### src/rtl/decision_scheduler.sv
// Decision sequencer for the per-variable assignment bank: picks the next unassigned
// variable, fires it, and backtracks a decision stack on conflict to report SAT/UNSAT.
// Optional feature macro: DECISION_RANDOM_PHASE_EN (LFSR-driven decision phase).
module decision_scheduler #(
  parameter int NVAR = 8,
  parameter int IDXW = $clog2(NVAR),
  parameter int SPW  = $clog2(NVAR + 1)
) (
  input  logic            clk,
  input  logic            rst,
  input  logic            start,
  input  logic [NVAR-1:0] var_assigned,
  input  logic [NVAR-1:0] var_back,
  input  logic            bcp_done,
  input  logic            conflict,
  output logic [NVAR-1:0] evaluate,
  output logic [NVAR-1:0] complement,
  output logic [NVAR-1:0] assign_fire,
  output logic            random_digit,
  output logic            busy,
  output logic            sat,
  output logic            unsat,
  output logic [15:0]     decision_cnt
);

  typedef enum logic [3:0] {
    S_IDLE, S_PICK, S_SETUP, S_FIRE, S_WAIT, S_BSETUP, S_BFIRE, S_BCHECK, S_DONE
  } state_e;

  typedef struct packed {
    logic [IDXW-1:0] idx;
    logic            phase;
  } entry_t;

  state_e          state_q;
  logic [SPW-1:0]  sp_q;
  logic [IDXW-1:0] tgt_q;
  logic [NVAR-1:0] eval_q, comp_q, fire_q;
  logic            rdig_q, busy_q, sat_q, unsat_q;
  logic [15:0]     cnt_q, cnt_d;
  entry_t          stack_q [NVAR];

  logic [IDXW-1:0] pick_idx;
  logic            pick_found;
  logic [IDXW-1:0] top_idx;
  entry_t          top;
  logic            phase;

  // NOTE: every always_comb output gets a default first, so no path can infer a latch.
  always_comb begin
    pick_idx   = '0;
    pick_found = 1'b0;
    for (int k = NVAR - 1; k >= 0; k--) begin
      if (!var_assigned[k]) begin
        pick_idx   = IDXW'(k);
        pick_found = 1'b1;
      end
    end
  end

  assign top_idx = IDXW'(sp_q - SPW'(1));
  assign top     = stack_q[top_idx];
  assign cnt_d   = (cnt_q == 16'hFFFF) ? cnt_q : cnt_q + 16'd1;

`ifdef DECISION_RANDOM_PHASE_EN
  logic [15:0] lfsr_q;
  logic [15:0] lfsr_d;

  // Fibonacci taps 16,14,13,11; steps once per PICK visit.
  assign lfsr_d = {lfsr_q[14:0], lfsr_q[15] ^ lfsr_q[13] ^ lfsr_q[12] ^ lfsr_q[10]};
  assign phase  = lfsr_q[0];

  always_ff @(posedge clk or posedge rst) begin
    if (rst)                    lfsr_q <= 16'hACE1;
    else if (state_q == S_PICK) lfsr_q <= lfsr_d;
  end
`else
  assign phase = 1'b0;
`endif

  // NOTE: the stack has no reset; sp_q alone defines which entries are valid.
  always_ff @(posedge clk) begin
    if (state_q == S_PICK && pick_found)
      stack_q[sp_q[IDXW-1:0]] <= '{idx: pick_idx, phase: phase};
  end

  // NOTE: sequential state uses non-blocking assignments only.
  always_ff @(posedge clk or posedge rst) begin
    if (rst) begin
      state_q <= S_IDLE;
      sp_q    <= '0;
      tgt_q   <= '0;
      eval_q  <= '0;
      comp_q  <= '0;
      fire_q  <= '0;
      rdig_q  <= 1'b0;
      busy_q  <= 1'b0;
      sat_q   <= 1'b0;
      unsat_q <= 1'b0;
      cnt_q   <= '0;
    end else begin
      case (state_q)
        S_IDLE, S_DONE: begin
          if (start) begin
            sp_q    <= '0;
            cnt_q   <= '0;
            sat_q   <= 1'b0;
            unsat_q <= 1'b0;
            busy_q  <= 1'b1;
            state_q <= S_PICK;
          end
        end
        S_PICK: begin
          if (!pick_found) begin
            sat_q   <= 1'b1;
            busy_q  <= 1'b0;
            state_q <= S_DONE;
          end else begin
            sp_q    <= sp_q + SPW'(1);
            tgt_q   <= pick_idx;
            eval_q  <= NVAR'(1) << pick_idx;
            rdig_q  <= phase;
            cnt_q   <= cnt_d;
            state_q <= S_SETUP;
          end
        end
        S_SETUP: begin
          fire_q  <= eval_q;
          state_q <= S_FIRE;
        end
        S_FIRE: begin
          eval_q  <= '0;
          fire_q  <= '0;
          state_q <= S_WAIT;
        end
        S_WAIT: begin
          if (bcp_done) state_q <= conflict ? S_BSETUP : S_PICK;
        end
        S_BSETUP: begin
          if (sp_q == '0) begin
            unsat_q <= 1'b1;
            busy_q  <= 1'b0;
            state_q <= S_DONE;
          end else begin
            tgt_q   <= top.idx;
            comp_q  <= NVAR'(1) << top.idx;
            rdig_q  <= top.phase;
            state_q <= S_BFIRE;
          end
        end
        S_BFIRE: begin
          fire_q  <= comp_q;
          state_q <= S_BCHECK;
        end
        S_BCHECK: begin
          comp_q <= '0;
          fire_q <= '0;
          // back=1 means both phases are spent: discard this level and retry one lower.
          if (var_back[tgt_q]) begin
            sp_q    <= sp_q - SPW'(1);
            state_q <= S_BSETUP;
          end else begin
            state_q <= S_WAIT;
          end
        end
        default: state_q <= S_IDLE;
      endcase
    end
  end

  assign evaluate     = eval_q;
  assign complement   = comp_q;
  assign assign_fire  = fire_q;
  assign random_digit = rdig_q;
  assign busy         = busy_q;
  assign sat          = sat_q;
  assign unsat        = unsat_q;
  assign decision_cnt = cnt_q;

endmodule

### config.mk
export PLATFORM = sky130hd
export DESIGN_NAME = decision_scheduler
export DESIGN_NICKNAME = d
export VERILOG_FILES = /design/src/rtl/decision_scheduler.sv
export SDC_FILE = /design/constraint.sdc
export NUM_CORES = 1
export LEC_CHECK = 0
export CAP_MARGIN = 0
export CORE_ASPECT_RATIO = 1.2
export CORE_UTILIZATION = 41
export DETAILED_ROUTE_END_ITERATION = 6
export SETUP_SLACK_MARGIN = 0.1
export SLEW_MARGIN = 30
export SYNTH_ARGS = -nofsm -noshare
export SYNTH_HDL_FRONTEND = slang
export SYNTH_SLANG_ARGS = --single-unit
### constraint.sdc
create_clock -name clk -period 3.4 [get_ports clk]
set_input_delay 0.68 -clock clk [delete_from_list [all_inputs] [get_ports clk]]
set_output_delay 0.68 -clock clk [all_outputs]
set_load 0.02 [all_outputs]
### Word level (Yosys, flattened, before mapping)

Memories as Yosys holds them, arrays and structs flattened.
Cells that the tools add are included.

| word-level totals | value |
|---|---|
| memories kept | 1 |
| bits in writable memories | 24 |
| register bits | 55 |

| operators by class | value |
|---|---|
| add/subtract/negate cells | 3 |
| reduce and logical (&&, ||, !) cells | 22 |
| muxes and demuxes | 55 |
| $lt $le $gt $ge | 1 |
| shift operators | 2 |
| equality and inequality tests | 17 |

Memories:

| memory | depth | width | rd ports | clocked after Yosys merged registers in | wr ports | line | text |
|---|---|---|---|---|---|---|---|
| stack_q | 8 | 3 | 1 | 0 | 1 | 41 | `entry_t stack_q [NVAR];` |

Operators by type and width:

| operator | number |
|---|---|
| $mux W16 | 3 |
| $mux W3 | 11 |
| $pmux W16 S2 | 1 |
| $pmux W4 S8 | 1 |
| $pmux W8 S2 | 2 |
| $mux W4 | 7 |
| $pmux W8 S3 | 1 |
| $mux W1 | 20 |
| $add A16 B1 Y16 const B | 1 |
| $eq A16 B16 Y1 const B | 1 |
| $eq A4 B3 Y1 const B | 4 |
| $mux W8 | 2 |
| $ne A2 B2 Y1 const B | 8 |
| $shl A1 B3 Y8 const A | 2 |
| $pmux W4 S3 | 1 |
| $reduce_and A4 Y1 | 3 |
| $reduce_bool A2 Y1 | 5 |
| $reduce_and A3 Y1 | 3 |
| $reduce_bool A3 Y1 | 3 |
| $eq A4 B2 Y1 const B | 2 |
| $logic_not A4 Y1 | 2 |
| $pmux W1 S2 | 3 |
| $pmux W3 S2 | 1 |
| $reduce_and A2 Y1 | 3 |
| 9 further kinds | 10 |

### Depth between registers and ports, before layout

Gate-level depths: netlist (run 1).

| depth | value |
|---|---|
| depth after elaboration | 11 |
| mapped depth | 10 |

### Worst setup path before layout (run 1)

Ideal clock, no wire load.

| path | value |
|---|---|
| path kind | reg-to-reg |
| from | register sp_q[0] |
| to | register comp_q[1] (netlist: complement[1]) |
| period minus slack after synthesis | 2.642 ns |
| arrival time | 2.577 ns |
| cell stages (with the launch flop) | 11 |
| path buffers | 3 |
| setup slack | 0.758 ns |
| library setup time | 0.065 ns |
| cell sequence | dfrtp_1 -> buf_6 -> clkbuf_1 -> inv_1 -> ha_1 -> buf_1 -> mux4_2 -> mux2_2 -> or3_4 -> nor3_1 -> a21o_1 |

| between the ends | value |
|---|---|
| longest elaborated chain between the ends | 5 |
| elaborated cells on any way between the ends | 8 |
| classes of those cells | add/sub (1); eq/ne (1); shift (1); mux (2); reduce/logical (2); memory (1) |

Ends and longest elaborated chain:

| what | line | text |
|---|---|---|
| start, declared | 36 | `logic [SPW-1:0] sp_q;` |
| start signal, assigned | 119 | `sp_q <= sp_q + SPW'(1);` |
| start signal, assigned | 160 | `sp_q <= sp_q - SPW'(1);` |
| $sub A4 B1 Y4 | n/a |  |
| $mem_v2 Z8 W3 | n/a |  |
| $shl A1 B3 Y8 | 146 | `comp_q <= NVAR'(1) << top.idx;` |
| $mux W8 | 140 | `if (sp_q == '0) begin` |
| $pmux W8 S2 | 102 | `case (state_q)` |
| end signal, assigned | 146 |  |
| end, declared | 38 | `logic [NVAR-1:0] eval_q, comp_q, fire_q;` |

Parallel ways exist; a longest one is shown, timed or not. The select of a mux whose other input is x is not followed.
A chain may end at the register's enable or synchronous reset.

### Final worst setup path (run 1)

| path | value |
|---|---|
| from | register state_q[1] |
| to | register cnt_q[12] (netlist: decision_cnt[12]) |

| between the ends | value |
|---|---|
| longest elaborated chain between the ends | 4 |
| elaborated cells on any way between the ends | 10 |
| classes of those cells | eq/ne (5); mux (1); reduce/logical (4) |

Ends and longest elaborated chain:

| what | line | text |
|---|---|---|
| start, declared | 35 | `state_e state_q;` |
| start signal, assigned | 137 | `if (bcp_done) state_q <= conflict ? S_BSETUP : S_PICK;` |
| $eq A4 B4 Y1 or $logic_not A4 Y1 (tied branches) | 102 |  |
| $reduce_or A2 Y1 | 102 |  |
| $ne A2 B2 Y1 (no source line) or $reduce_bool A2 Y1 (tied branches) | n/a |  |
| $reduce_and A4 Y1 (no source line) | n/a |  |
| end signal, assigned | 123 | `cnt_q <= cnt_d;` |
| end, declared | 40 | `logic [15:0] cnt_q, cnt_d;` |

Parallel ways exist; a longest one is shown, timed or not.

==> flow_summary.json, run 1 <==
{
  "status": "complete, no violations",
  "syn_inst": 366,
  "max_slew_margin_pct": 51.5,
  "avgSynthCellArea_um2": 10.6,
  "maxCapViolCount": 0,
  "start_util_pct": 42.7,
  "worst_slew_pin_slew_ps": 717,
  "grt_pass1_wl_um": 15700,
  "setup_viol": 0,
  "wl_um": 9420,
  "syn_area_um2": 3890,
  "die-height_um": 109,
  "ys_seq_area_share_pct": 53.2,
  "path_max_fanout": 12,
  "antennaDiodeCount": 0,
  "synth_nets": 390,
  "yosysTopAreaCellShare_pct": 34.7,
  "final_cells": 560,
  "cts_num_sinks": 78,
  "cp.required_ps": 3670,
  "num_rows": 38,
  "crit_start": "state_q[1]$_DFFE_PP0P_",
  "ys_top_cells_by_count": "dfrtp_1, nand2_1, edfxtp_1, nor2_1",
  "path_cells": "or4b_1 > nor3_2 > or3_1 > nor2_1 > a31oi_1",
  "ctsResizeCount": 0,
  "coreArea_um2": 9130,
  "yosys.area.top_type": "dfrtp_1",
  "synthAdderAreaFrac_pct": 0.964,
  "maxSlewViolCount": 0,
  "synth_ff_type": "dfrtp_1",
  "crit_cells": 5,
  "leakage_nw": 1.98,
  "start_kind": "flip-flop",
  "slowest_stage": "or4b_1",
  "cts_buffers": 9,
  "vias_per_cell": 5.58,
  "synth-seq-cells": 78,
  "drt-initial-drc-count": 122,
  "clockBufferDepth": 2,
  "grt_pass1_vias": 3105,
  "rsz0062_at_grt": "false",
  "vias": 3127,
  "finalWorstSetupSlack_ps": 666,
  "yosys_warnings": 0,
  "fp.dieW_um": 91.0,
  "synth_top_family_by_area": "simple AND/OR/NAND/NOR gates",
  "synthArstFlopShare_pct": 69.2,
  "fin_tns_setup_ps": 0,
  "endpoint_kind": "flip-flop",
  "hpwl_um": 6940,
  "dp_worst_setup_slack_ps": 475,
  "crit_family": "simple AND/OR/NAND/NOR gates",
  "skew_ps": 7.57,
  "worstSetupPathType": "reg -> reg",
  "crit_path_max_incr_delay_ps": 810,
  "gp_congestion": 0.842,
  "synthMuxAreaShare_pct": 9.12,
  "finalCriticalPeriod_ps": 2730,
  "clk_latency_ps": 360,
  "grt_max_degree": 30,
  "path_clk_slew_ps": 80,
  "rr_startpoint": "state_q[1]$_DFFE_PP0P_",
  "fmax_ghz": 0.366,
  "synth_most_common_cell": "dfrtp_1",
  "h-tree-depth": 3,
  "cts_hold_buf": 0,
  "io_pins": 65,
  "routedWlPerCell_um": 16.8,
  "ys_types": 61,
  "dp.cells": 544,
  "ant_nets": 0,
  "die_area_um2": 9900,
  "reg2reg_to": "decision_cnt[12]$_DFFE_PP0P_",
  "syn_to_final_growth_pct": 26.8,
  "cts_tree": "built",
  "clockRootBuffer": "clkbuf_8",
  "ys_top_cells_by_area": "dfrtp_1, edfxtp_1, nand2_1",
  "port-buffer-count": 63,
  "dr.pass1.iters": 4,
  "rrSetupSlack_ps": 670,
  "grt_use_total_pct": 20.7,
  "arrival_ps": 3010,
  "antenna_found_initial": 0,
  "nets": 459,
  "peakVddDrop_uv": 278,
  "holdWs_ps": 478,
  "crit_buf_inv": 0,
  "post-cts-setup-buffers": 0,
  "synth-edff-count": 24,
  "pwr_density_cell_nw_per_um2": 713,
  "drc": 0,
  "grt_overflow_total": 0,
  "crit_end": "decision_cnt[12]$_DFFE_PP0P_",
  "synth-compound-area-share_pct": 16.1,
  "hold_path.class": "reg -> reg",
  "fin_crit_sh_pct": 80.4,
  "synthSimpleGateAreaFrac_pct": 17.0,
  "final_hold_viol_count": 0,
  "r2r_cells": 5,
  "drive_gt1_share_pct": 10.2,
  "synth-xor-area-share_pct": 0.225
}
[how the worst min path moves through the flow]
stage,start,endpoint,slack [ps],depth (start not counted)
after CTS,unsat$_DFFE_PP0P_,unsat$_DFFE_PP0P_,490,2
after floorplan,sp_q[3]$_DFFE_PP0P_,sp_q[3]$_DFFE_PP0P_,500,1
final,assign_fire[4]$_DFFE_PP0P_,assign_fire[4]$_DFFE_PP0P_,480,2
after global placement,unsat$_DFFE_PP0P_,unsat$_DFFE_PP0P_,460,2
after detailed placement,unsat$_DFFE_PP0P_,unsat$_DFFE_PP0P_,470,2
after global routing,unsat$_DFFE_PP0P_,unsat$_DFFE_PP0P_,510,2
[power by group]
| part | switching, mW | internal, mW |
|---|---|---|
| sequential | 0.154 | 1.13 |
| combinational | 0.849 | 0.603 |
| clock | 0.348 | 0.439 |
[through the flow]
step	total power [mW]	cell area [um^2]	util, %
after floorplan	2.25	3890	-
after global placement	2.75	4710	51.6
after detailed placement	2.77	4710	51.6
after CTS	3.56	4940	54.1
after global routing	3.75	4940	54.1
final	3.52	4940	54.1
[metal layers]
metal / global-route usage (%) / vias up / part of all wire (%)
li1: - / 1514 / -
met1: 24.8 / 1522 / 43
met2: 37.2 / 81 / 51
met3: 4.11 / 10 / 4.6
met4: 7.03 / 0 / 1.2
met5: 0 / - / 0
[cells in the final DEF (no fill, tap or decap), types with 14 or more instances in the layout]
master	Yosys	layout
a21oi_1	17	17
o21ai_0	17	17
nor3_1	14	14
clkdlybuf4s50_1	0	63
buf_4	1	14
edfxtp_1	24	24
a31oi_1	14	14
nor2_1	24	24
nand2_1	40	40
dfrtp_1	54	54
[area by class of cell]
| class | count | area (um^2) |
|---|---|---|
| Sequential cell | 78 | 2070 |
| Clock buffer | 10 | 138 |
| Multi-Input combinational cell | 257 | 1690 |
| Inverter | 11 | 41.3 |
| Timing Repair Buffer | 78 | 756 |
| Clock inverter | 6 | 90.1 |
| Fill cell | 839 | 4190 |
| Tap cell | 120 | 150 |
[kinds of logic (layout without fill, tap and decap cells)]
logic type	Yosys count	count (layout)
compound gates	97	97
buf+inv	31	105
simple gates	130	130
other cells	1	1
mux	25	25
fa+ha+maj	3	3
flops	78	78
xor+xnor	1	1
[flip-flops by register name (all words and copies together) (netlist names)]
signal	count
state_q	4
busy	1
sat	1
complement	8
unsat	1
tgt_q	3
assign_fire	8
sp_q	4
evaluate	8
decision_cnt	16
stack_q	24
[worst reg2reg max path, cell delays in order (launching register included)]
cell and delay [ps]:
dfrtp_1 510, or4b_1 810, nor3_2 470, or3_1 420, nor2_1 220, a31oi_1 230
No activity file was read; power rests on OpenSTA's default activity.
==> run 2: changes to the inputs <==
Clock period 3.4 ns to 2.8 ns, I/O delays scaled along.
==> flow_summary.json, run 2 (same netlist as run 1, synthesis figures left out) <==
{
  "endpoint_kind": "flip-flop",
  "port-buffer-count": 63,
  "nets": 470,
  "fill_cells": 838,
  "fin_crit_sh_pct": 85.5,
  "setup_viol": 0,
  "grt_max_degree": 32,
  "crit_buf_inv": 1,
  "path_max_fanout": 8,
  "worst_slew_pin_slew_ps": 727,
  "start_util_pct": 42.7,
  "ctsResizeCount": 0,
  "num_rows": 38,
  "fp.dieW_um": 91.0,
  "grt_overflow_total": 0,
  "drc": 0,
  "ant_nets": 0,
  "vias_per_cell": 5.57,
  "vias": 3182,
  "die_area_um2": 9900,
  "grt_use_total_pct": 21.8,
  "clockBufferDepth": 2,
  "rsz0062_at_grt": "false",
  "fin_tns_setup_ps": 0,
  "maxSlewViolCount": 0,
  "clk_latency_ps": 360,
  "coreArea_um2": 9130,
  "cts_num_sinks": 78,
  "gp_congestion": 0.835,
  "antenna_found_initial": 0,
  "grt_pass1_wl_um": 16600,
  "hold_path.class": "reg -> reg",
  "hold_start": "assign_fire[7]$_DFFE_PP0P_",
  "maxCapViolCount": 0,
  "crit_family": "multiplexers",
  "routedWlPerCell_um": 17.2,
  "path_cells": "inv_1 > ha_1 > mux4_2 > mux2_2 > or3_4 > nor3_1 > a21o_1",
  "leakage_nw": 2.02,
  "grt_pass1_vias": 3218,
  "combPwrFrac_pct": 43.6,
  "rr_startpoint": "sp_q[1]$_DFFE_PP0P_",
  "final_hold_viol_count": 0,
  "final_common_cell": "clkdlybuf4s50_1",
  "wl_um": 9810,
  "clockRootBuffer": "clkbuf_8",
  "pwr_density_cell_nw_per_um2": 871,
  "crit_start": "sp_q[1]$_DFFE_PP0P_",
  "h-tree-depth": 3,
  "cp.required_ps": 3100,
  "p_clk_share_pct": 20.9,
  "dp_worst_setup_slack_ps": 155,
  "dr.pass1.iters": 4,
  "cts_tree": "built",
  "slowest_stage": "ha_1",
  "syn_to_final_growth_pct": 28.7,
  "worstSetupPathType": "reg -> reg",
  "max_slew_margin_pct": 51.3,
  "largest_register_ffs": 24,
  "post-cts-setup-buffers": 0,
  "antennaDiodeCount": 0,
  "skew_ps": 11.7,
  "io_pins": 65,
  "finalCriticalPeriod_ps": 2400,
  "finalWorstSetupSlack_ps": 405,
  "path_clk_slew_ps": 90,
  "p_sw_mw": 1.68,
  "hpwl_um": 7250,
  "drt-initial-drc-count": 144,
  "arrival_ps": 2690,
  "cts_buffers": 9,
  "swShare_pct": 38.4,
  "cts_hold_buf": 0,
  "status": "complete, no violations",
  "drive_gt1_share_pct": 12.4,
  "start_kind": "flip-flop",
  "fmax_ghz": 0.418,
  "power.internal_mw": 2.69,
  "crit_path_max_incr_delay_ps": 470,
  "mostFrequentLayoutCells": "clkdlybuf4s50_1, dfrtp_1, nand2_1, buf_4",
  "die-height_um": 109,
  "peakVddDrop_uv": 393,
  "sequentialPowerShare_pct": 35.5
}
[run 2: worst register-to-register path, cell delays in order, from the launching register on]
cell and delay [ps]:
dfrtp_1 350, inv_1 70, ha_1 470, mux4_2 380, mux2_2 310, or3_4 390, nor3_1 240, a21o_1 120
[run 2: cell type report]
type,count,area [um^2],area share (%)
Multi-Input combinational cell,257,1700,33.9
Clock buffer,10,128,2.55
Inverter,11,41.3,0.824
Clock inverter,6,85.1,1.70
Timing Repair Buffer,89,838,16.7
Tap cell,120,150,3.00
Sequential cell,78,2070,41.3
[run 2: layer usage]
metal,vias up,global-route usage [%],wire (um)
met2,75,38.5,4940
met4,0,9.41,179
met5,-,0,0
met1,1557,26.7,4360
li1,1535,-,-
met3,15,3.14,334
[run 2: stage by stage]
stage / util, % / instances / power (mW) / hold WS (ps) / cell area, um^2
2_1_floorplan: - / 366 / 2.73 / 505 / 3890
3_3_place_gp: 52.5 / 555 / 3.47 / 462 / 4790
3_5_place_dp: 52.6 / 555 / 3.49 / 471 / 4800
4_1_cts: 54.9 / 571 / 4.41 / 489 / 5010
5_1_grt: 54.9 / 571 / 4.65 / 509 / 5010
6_report: 54.9 / 571 / 4.37 / 478 / 5010
[run 2: final timing paths]
| kind | cells after the start | to | slack, ps |
|---|---|---|---|
| max | 7 | complement[1]$_DFFE_PP0P_ | 400 |
| min | 2 | assign_fire[7]$_DFFE_PP0P_ | 480 |
| max reg2reg | 7 | complement[1]$_DFFE_PP0P_ | 400 |
| min reg2reg | 2 | assign_fire[7]$_DFFE_PP0P_ | 480 |
| max in group asynchronous | 3 | sp_q[0]$_DFFE_PP0P_ | 1670 |
| min in group asynchronous | 2 | assign_fire[1]$_DFFE_PP0P_ | 570 |
[run 2: power by group through the flow]
stage               clock network [mW]  registers, mW  logic, mW
floorplan                            0           1.64       1.09
global placement                     0           1.57       1.90
detailed placement                   0           1.57       1.92
CTS                              0.944           1.55       1.92
global route                     0.989           1.58       2.08
finish                           0.913           1.55       1.90
==> run 3: changes to the inputs <==
Settings changed: CAP_MARGIN 0 to 20.
==> results of run 3 <==
No change in the layout: final DEF, timing and power equal those of run 2.
